[config.mk]
export PLATFORM = sky130hd
export DESIGN_NAME = unit_writeback_arb
export DESIGN_NICKNAME = d
export VERILOG_FILES = /design/src/rtl/unit_writeback_arb.sv
export SDC_FILE = /design/constraint.sdc
export NUM_CORES = 1
export LEC_CHECK = 0
export CORE_MARGIN = 3
export CORE_UTILIZATION = 53
export DETAILED_ROUTE_END_ITERATION = 8
export PLACE_DENSITY_LB_ADDON = 0.05
export SYNTH_ARGS = -nofsm -noshare
export SYNTH_HDL_FRONTEND = slang
export SYNTH_SLANG_ARGS = --single-unit
[constraint.sdc]
create_clock -name CLOCK -period 8.1 [get_ports CLOCK]
set_input_delay 1.62 -clock CLOCK [delete_from_list [all_inputs] [get_ports CLOCK]]
set_output_delay 1.62 -clock CLOCK [all_outputs]
set_load 0.02 [all_outputs]
[src/rtl/unit_writeback_arb.sv]
// Write-back arbiter: collects single-strobe results from six neuron units and
// serialises them, round-robin, into the RAM write port with per-unit acks.
module unit_writeback_arb #(
    parameter int DATA_W = 32,
    parameter int ADDR_W = 8
) (
    input  logic              CLOCK,
    input  logic              RESET,
    input  logic [DATA_W-1:0] result0,
    input  logic [DATA_W-1:0] result1,
    input  logic [DATA_W-1:0] result2,
    input  logic [DATA_W-1:0] result3,
    input  logic [DATA_W-1:0] result4,
    input  logic [DATA_W-1:0] result5,
    input  logic              valid0,
    input  logic              valid1,
    input  logic              valid2,
    input  logic              valid3,
    input  logic              valid4,
    input  logic              valid5,
    input  logic [ADDR_W-1:0] base_addr,
    output logic [DATA_W-1:0] ram_in,
    output logic [ADDR_W-1:0] ram_addr,
    output logic              ram_we,
    output logic              ack0,
    output logic              ack1,
    output logic              ack2,
    output logic              ack3,
    output logic              ack4,
    output logic              ack5,
    output logic              layer_done,
    output logic              busy,
    output logic              overrun,
    output logic [2:0]        dbg_ptr_o
);

    localparam int N = 6;

    logic [DATA_W-1:0] result_w [N];
    logic [N-1:0]      valid_w;

    logic [DATA_W-1:0] hold_q [N];
    logic [DATA_W-1:0] hold_d [N];
    logic [N-1:0]      pending_q, pending_d;
    logic [2:0]        ptr_q, ptr_d;
    logic [N-1:0]      done_q, done_d;
    logic              we_q, we_d;
    logic [DATA_W-1:0] data_q, data_d;
    logic [ADDR_W-1:0] addr_q, addr_d;
    logic [N-1:0]      ack_q, ack_d;
    logic              ld_q, ld_d;
    logic              ovr_q, ovr_d;

    logic              gnt_found;
    logic [2:0]        gnt_idx;
    logic [N-1:0]      gnt_onehot;
    logic [N-1:0]      done_mask;

    assign result_w[0] = result0;
    assign result_w[1] = result1;
    assign result_w[2] = result2;
    assign result_w[3] = result3;
    assign result_w[4] = result4;
    assign result_w[5] = result5;
    assign valid_w     = {valid5, valid4, valid3, valid2, valid1, valid0};

    // Scan ptr, ptr+1, ... (mod 6); iterating downward lets the nearest hit win.
    function automatic logic [3:0] pick_grant(input logic [N-1:0] pend, input logic [2:0] ptr);
        logic [3:0] res;
        logic [3:0] sum;
        res = 4'b0;
        for (int k = N - 1; k >= 0; k--) begin
            sum = {1'b0, ptr} + 4'(k);
            if (sum >= 4'd6) begin
                sum = sum - 4'd6;
            end
            if (pend[sum[2:0]]) begin
                res = {1'b1, sum[2:0]};
            end
        end
        return res;
    endfunction

    always_comb begin
        logic [3:0] pick;
        pick       = pick_grant(pending_q, ptr_q);
        gnt_found  = pick[3];
        gnt_idx    = pick[2:0];
        gnt_onehot = gnt_found ? (6'b000001 << gnt_idx) : 6'b000000;
        done_mask  = done_q | gnt_onehot;
    end

    always_comb begin
        hold_d    = hold_q;
        pending_d = pending_q;
        ptr_d     = ptr_q;
        done_d    = done_q;
        we_d      = 1'b0;
        data_d    = data_q;
        addr_d    = addr_q;
        ack_d     = '0;
        ld_d      = 1'b0;
        ovr_d     = ovr_q;

        if (gnt_found) begin
            we_d   = 1'b1;
            data_d = hold_q[gnt_idx];
            addr_d = base_addr + ADDR_W'(gnt_idx);
            ack_d  = gnt_onehot;
            ptr_d  = (gnt_idx == 3'd5) ? 3'd0 : gnt_idx + 3'd1;
            if (&done_mask) begin
                ld_d   = 1'b1;
                done_d = '0;
            end else begin
                done_d = done_mask;
            end
        end

        // A unit granted this edge is free again, so its new strobe refills it.
        for (int i = 0; i < N; i++) begin
            pending_d[i] = pending_q[i] & ~gnt_onehot[i];
            if (valid_w[i]) begin
                if (!pending_d[i]) begin
                    hold_d[i]    = result_w[i];
                    pending_d[i] = 1'b1;
                end else begin
                    ovr_d = 1'b1;
                end
            end
        end
    end

    always_ff @(posedge CLOCK) begin
        if (RESET) begin
            for (int i = 0; i < N; i++) begin
                hold_q[i] <= '0;
            end
            pending_q <= '0;
            ptr_q     <= '0;
            done_q    <= '0;
            we_q      <= 1'b0;
            data_q    <= '0;
            addr_q    <= '0;
            ack_q     <= '0;
            ld_q      <= 1'b0;
            ovr_q     <= 1'b0;
        end else begin
            hold_q    <= hold_d;
            pending_q <= pending_d;
            ptr_q     <= ptr_d;
            done_q    <= done_d;
            we_q      <= we_d;
            data_q    <= data_d;
            addr_q    <= addr_d;
            ack_q     <= ack_d;
            ld_q      <= ld_d;
            ovr_q     <= ovr_d;
        end
    end

    assign ram_in     = data_q;
    assign ram_addr   = addr_q;
    assign ram_we     = we_q;
    assign ack0       = ack_q[0];
    assign ack1       = ack_q[1];
    assign ack2       = ack_q[2];
    assign ack3       = ack_q[3];
    assign ack4       = ack_q[4];
    assign ack5       = ack_q[5];
    assign layer_done = ld_q;
    assign busy       = |pending_q;
    assign overrun    = ovr_q;
    assign dbg_ptr_o  = ptr_q;

endmodule

# --- After elaboration in Yosys (flattened, before gate mapping) ---
# Cells that the tools add are included.
totals:
  register_bits: 256
  word_cells: 123
  output_inout_bits: 53
  in_bits: 208
classes:
  order_cmp: 13
  bitwise_logic: 21
  n_reduce_logical: 9
  n_shift: 1
  muxes: 50
  addsub: 13
  eq_ne: 1
ops:
  columns: ["op", "count"]
  rows:
  - ["32-bit binary-select mux with 3-bit select", 1]
  - ["32-bit two-way mux", 2]
  - ["1-bit two-way mux", 26]
  - ["3-bit by 4-bit less-than comparator with 1-bit output, second input constant", 6]
  - ["4-bit two-way mux", 6]
  - ["3-bit two-way mux", 7]
  - ["4-bit by 3-bit greater-or-equal comparator with 1-bit output, second input constant", 5]
  - ["1-bit binary-select mux with 3-bit select", 6]
  - ["3-bit subtractor, second input constant", 6]
  - ["1-bit NOT", 13]
  - ["6-bit two-way mux", 2]
  - ["2-bit AND reduction", 6]
  - ["3-bit by 2-bit adder with 4-bit output, second input constant", 2]
  - ["3-bit by 3-bit adder with 4-bit output, second input constant", 2]
  - ["8-bit by 3-bit adder with 8-bit output", 1]
  - ["1-bit bitwise AND", 6]
  - ["6-bit OR", 1]
  - ["6-bit AND reduction", 1]
  - ["6-bit OR reduction", 1]
  - ["1-bit by 3-bit << shifter with 6-bit output, first input constant", 1]
  - ["3-bit by 1-bit adder with 4-bit output, second input constant", 1]
  - ["4-bit greater-or-equal comparator, second input constant", 1]
  - ["3-bit NOT with 4-bit output", 1]
  - ["3-bit by 1-bit adder with 3-bit output, second input constant", 1]
  - ["3 further kinds", 3]

# --- Logic depth before layout (Yosys ltp) ---
logic_depth:
  depth_word: 27
  ltp_mapped: 24

# --- Worst setup path before layout ---
# No wires, ideal clock.
synth_timing:
  path_kind: "register -> register"
  startpoint: "register ptr_q[0] (netlist: dbg_ptr_o[0])"
  endpoint: "register addr_q[7] (netlist: ram_addr[7])"
  path_stages_with_launch: 24
  synth_period_minus_slack_ns: 4.516
  path_slack_ns: 3.584
  required_time_ns: 7.972
  arrival_time_ns: 4.388
  setup_time_ns: 0.128
  path_cell_list: "dfxtp_1 -> buf_4 -> buf_6 -> inv_1 -> ha_1 -> buf_2 -> and3b_1 -> o211ai_2 -> nand2_1 -> or4_1 -> a31o_1 -> nand2_1 -> inv_2 -> buf_4 -> clkbuf_1 -> ha_1 -> a21o_1 -> a21oi_1 -> nor2_1 -> nand3_1 -> xor2_1 -> nor2_1 -> a21oi_1 -> nor2_1"
synth_between:
  elab_chain_cells: 12
  word_cells_on_any_way: 42
  cone_classes: "add/sub (12); order compare (6); mux (24)"
synth_lines:
  columns: ["item", "line", "source"]
  rows:
  - ["from (decl)", "45", "logic [2:0] ptr_q, ptr_d;"]
  - ["from (signal assigned)", "150", "ptr_q <= ptr_d;"]
  - ["3-bit by 3-bit adder with 4-bit output", "73", "sum = {1'b0, ptr} + 4'(k);"]
  - ["4-bit by 3-bit greater-or-equal comparator with 1-bit output or 3-bit subtractor (tied branches)", "74, 75", null]
  - ["3-bit two-way mux", "74", "if (sum >= 4'd6) begin"]
  - ["1-bit binary-select mux with 3-bit select", "77", "if (pend[sum[2:0]]) begin"]
  - ["1-bit two-way mux (implied by the code)", "77", null]
  - ["4-bit two-way mux (5 in series)", "77", null]
  - ["4-bit two-way mux (*)", "77", null]
  - ["8-bit by 3-bit adder with 8-bit output", "108", "addr_d = base_addr + ADDR_W'(gnt_idx);"]
  - ["to (signal assigned)", "154", "addr_q <= addr_d;"]
  - ["to (decl)", "49", "logic [ADDR_W-1:0] addr_q, addr_d;"]
# Mark *: on every way between the ends. The rest lies on a longest branch, timed or not. The select of a mux whose other input is x is not followed.
# A chain may end at the register's enable or synchronous reset.

# --- Final worst setup path ---
layout_timing:
  startpoint: "register ptr_q[0] (netlist: dbg_ptr_o[0])"
  endpoint: "register ovr_q (netlist: overrun)"
layout_between:
  elab_chain_cells: 27
  word_cells_on_any_way: 67
  cone_classes: "add/sub (11); order compare (6); shift (1); mux (37); bitwise (12)"
layout_lines:
  columns: ["item", "line", "source"]
  rows:
  - ["3-bit by 3-bit adder with 4-bit output", "73", null]
  - ["4-bit by 3-bit greater-or-equal comparator with 1-bit output or 3-bit subtractor (tied branches)", "74, 75", null]
  - ["3-bit two-way mux", "74", null]
  - ["1-bit binary-select mux with 3-bit select", "77", null]
  - ["1-bit two-way mux (implied by the code)", "77", null]
  - ["4-bit two-way mux (5 in series)", "77", null]
  - ["4-bit two-way mux (*)", "77", null]
  - ["1-bit by 3-bit << shifter with 6-bit output", "89", "gnt_onehot = gnt_found ? (6'b000001 << gnt_idx) : 6'b000000;"]
  - ["[7 not listed]", null, null]
  - ["1-bit two-way mux", "123", "if (!pending_d[i]) begin"]
  - ["1-bit two-way mux", "122", "if (valid_w[i]) begin"]
  - ["1-bit two-way mux", "123", null]
  - ["1-bit two-way mux", "122", null]
  - ["1-bit two-way mux", "123", null]
  - ["1-bit two-way mux", "122", null]
  - ["1-bit two-way mux", "123", null]
  - ["1-bit two-way mux (*)", "122", null]
  - ["to (signal assigned)", "157", "ovr_q <= ovr_d;"]
  - ["to (decl)", "52", "logic ovr_q, ovr_d;"]
# Marked as above.

==> run_results.csv <==
group,metric,value,unit
status,status,"completed",
logic_synthesis,yosys.area_share.xor_xnor,0.765,%
die,die_x,159,um
clock_network,cts_root_buf,"clkbuf_16",
setup_path,end_kind,"flop",
worst_hold_path,worstHoldPathType,"reg -> reg",
drt,drc,0,
pwr,leakagePower,5.93,nW
logic_synthesis,syn_area,12400,sq um
logic_synthesis,synth_compound_area_share,26.6,%
logic_synthesis,yosysWarningCount,0,
grt,grt_max_degree,162,
logic_synthesis,ys_seq_area_share,41.2,%
sta,rsz0062_at_grt,"false",
die,coreArea,22800,sq um
sta,fin_crit_sh,75.7,%
drt,routed_via_density,5.96,
logic_synthesis,synthCells,1527,
sta,setup_viol,0,
logic_synthesis,syn-num-nets,1748,
sta,fmax,163,MHz
sta,worst_pin_slew,1.25,ns
sta,fin_crit,6.13,ns
die,die_h,159,um
die,die-area,25300,sq um
setup_path,start_kind,"flop",
grt,first_global_vias,11519,
grt,grt_pass1_wl,61.2,mm
pwr,max-vdd-ir-drop,0.000292,V
logic_synthesis,synth_top_area_cell,"dfxtp_1",
logic_synthesis,syn_area_per_cell,8.14,sq um
sta,fin_tns_setup,0,ns
logic_synthesis,yosysTopAreaCellShare,41.2,%
logic_synthesis,async_flop_share,0,%
setup_path,cpMostUsedCell,"a21oi_1",
clock_network,cts_made_buffers,27,
sta,hold_viol_final,0,
finish,final_nets,1908,
die,fp-row-count,55,
logic_synthesis,yosys.area_share.adder,1.37,%
clock_network,clk_latency,0.55,ns
setup_path,worst_ep_required_time,8.55,ns
drt,wl_per_cell,19.1,um
clock_network,post_cts_buffers,0,
setup_path,crit_family,"compound AO/OA/AOI/OAI gates",
logic_synthesis,ys.flop_type,"dfxtp_1",
logic_synthesis,synthDistinctLibCells,82,
grt,antenna_found_initial,0,
clock_network,cts.repair.resized,0,
sta,final_max_slew_viol_count,0,
logic_synthesis,yosys-mux-area-fraction,8.30,%
clock_network,clkSinkCount,256,
setup_path,crit_path_cell_trace,"inv_1 -> ha_1 -> a21oi_1 -> mux2_4 -> a211oi_4 -> a21oi_1 -> a211oi_1 -> nand2_1 -> inv_2 -> buf_4 -> o31a_2 -> a22oi_1 -> a31oi_1",
die,io_pins,261,
finish,regArea,5120,sq um
setup_path,crit_path_max_fanout,39,
logic_synthesis,ys_ff_latch,256,
finish,layout-drive-gt1-share,6.38,%
clock_network,cts_hold_buf,0,
sta,fin_skew,0.0172,ns
logic_synthesis,synth_top_family_by_area,"compound AO/OA/AOI/OAI gates",
pwr,power,0.00671,W
grt,grt-ovfl-total,0,
setup_path,cp_num_buf_inv,3,
logic_synthesis,synth_area_leaders,"dfxtp_1 (41%), a21oi_1 (11%), mux2i_1 (7.4%)",
clock_network,cts_buffer_depth,3,
die,initial_core_util,54.4,%
clock_network,clk_pin_slew,0.06,ns
setup_path,path_class,"reg -> reg",
logic_synthesis,synth-simple-area-share,14.7,%
drt,via_count,12048,
place,place.gp.congestion,0.894,
finish,fill_cells,1969,
clock_network,h-tree-depth,1,
drt,ant_nets,0,
drt,drtPass1Iterations,5,
place,io_buffers,260,
place,dp_hpwl,26.1,mm
drt,routed_wl,38.7,mm
drt,drtIter0Drc,1178,
finish,multi_input_area,6450,sq um
run,cap_violations,0,
logic_synthesis,synth_edf_count,0,
pwr,p_per_area,422,nW/um^2
grt,gr-usage-all-layers,29.0,%
setup_path,crit_path_max_incr_delay,0.85,ns
clock_network,cts_tree,"built",
finish,diodes,0,
sta,slew-limit-headroom,16.0,%
setup_path,crit_slowest_cell,"dfxtp_1",
finish,syn_to_final_growth,27.8,%
setup_path,crit_arrival,6.58,ns
## final timing paths
kind              slack, ns          to  cells after the start         start
setup / recovery       1.97     overrun                     13  dbg_ptr_o[0]
hold / removal         0.45  hold_q[84]                      2    hold_q[84]
setup reg to reg       1.97     overrun                     13  dbg_ptr_o[0]
hold reg to reg        0.45  hold_q[84]                      2    hold_q[84]
## synth_stat cells (3+ instances only)
master / number
a21oi_1: 280
dfxtp_1: 256
nand3_1: 163
nand2_1: 149
o21ai_0: 96
mux2i_1: 92
clkbuf_1: 75
o21ai_1: 72
inv_1: 48
buf_2: 44
nor2_1: 38
o221a_1: 29
buf_1: 15
nor3_1: 13
ha_1: 12
buf_4: 9
o211ai_1: 7
xor2_1: 6
a211oi_2: 5
nand2b_1: 5
o31a_1: 5
a21o_1: 4
a31oi_1: 4
and2_1: 4
buf_6: 4
inv_2: 4
nor2b_1: 4
nor4_1: 4
a22oi_1: 3
mux2_1: 3
mux2_2: 3
o2111ai_1: 3
o211a_1: 3
o21ai_2: 3
xnor2_1: 3
## tightest hold or removal path, delay by kind of cell, from the launching register on
family             cells  cell delay (ns)
AOI/OAI and AO/OA      1             0.05
DFF                    1             0.31
and+or+nand+nor        1             0.05
## stage by stage
step	hold WS (ns)	util [%]	cells	setup slack (ns)	area, sq um
final	0.454	69.6	2021	1.97	15900
after global routing	0.470	69.6	2021	1.53	15900
after CTS	0.454	69.6	2021	2.05	15900
after detailed placement	0.446	65.2	1971	2.04	14900
after global placement	0.441	65.2	1971	2.18	14900
after floorplan	0.436	-	1527	3.58	12400
## kinds of logic after synthesis
kind of cell / Yosys count
XOR/XNOR: 10
buffers and inverters: 199
multiplexers: 101
AO/OA/AOI/OAI: 551
flip-flops: 256
adder cells (fa/ha/maj): 13
AND/OR/NAND/NOR: 397
## cells in the final DEF (no fill, tap or decap), drive strengths merged, types with 4 or more instances in the layout
master         synthesis  routed
a21oi                280     280
clkdlybuf4s50          0     259
dfxtp                256     256
o21ai                171     171
nand3                164     164
nand2                150     150
mux2i                 93      93
inv                   52      53
clkbuf                75      39
nor2                  38      38
o221a                 30      30
buf                   72      18
nor3                  13      13
ha                    12      12
o211ai                 8       8
a211oi                 8       8
mux2                   8       8
o31a                   7       7
xor2                   6       6
clkinv                 0       6
nand2b                 5       5
bufinv                 0       5
nor4                   5       5
a31oi                  4       4
a21o                   4       4
nor2b                  4       4
and2                   4       4
a21boi                 4       4
xnor2                  4       4
o31ai                  4       4
## cell type report
type | instances | share of cell area [%]
multi-input cells | 1072 | 40.6
flip-flops and latches | 256 | 32.3
repair buffers | 278 | 17.3
clock buffers | 38 | 4.95
well taps | 313 | 2.46
clock inverters | 12 | 1.26
inverters | 52 | 1.23
## report_power, final
group	internal [W]	switching (W)
registers	0.00151	0.000170
logic	0.00136	0.00232
clock network	0.000838	0.000517
## sequential cells by signal (all words and copies together), names as in the netlist
register and count:
hold_q 192, ram_in 32, ram_addr 8, ack_q 6, done_q 6, pending_q 6, dbg_ptr_o 3, layer_done 1
overrun 1, ram_we 1
## metal layers
metal | up-vias | routed length (um) | track usage (%)
met5 | - | 0 | 0
met4 | 0 | 1340 | 9.51
met3 | 85 | 2480 | 4.19
met2 | 465 | 18700 | 48.8
met1 | 5727 | 16200 | 38.7
li1 | 5771 | - | -
No activity file was read; power rests on OpenSTA's default activity.
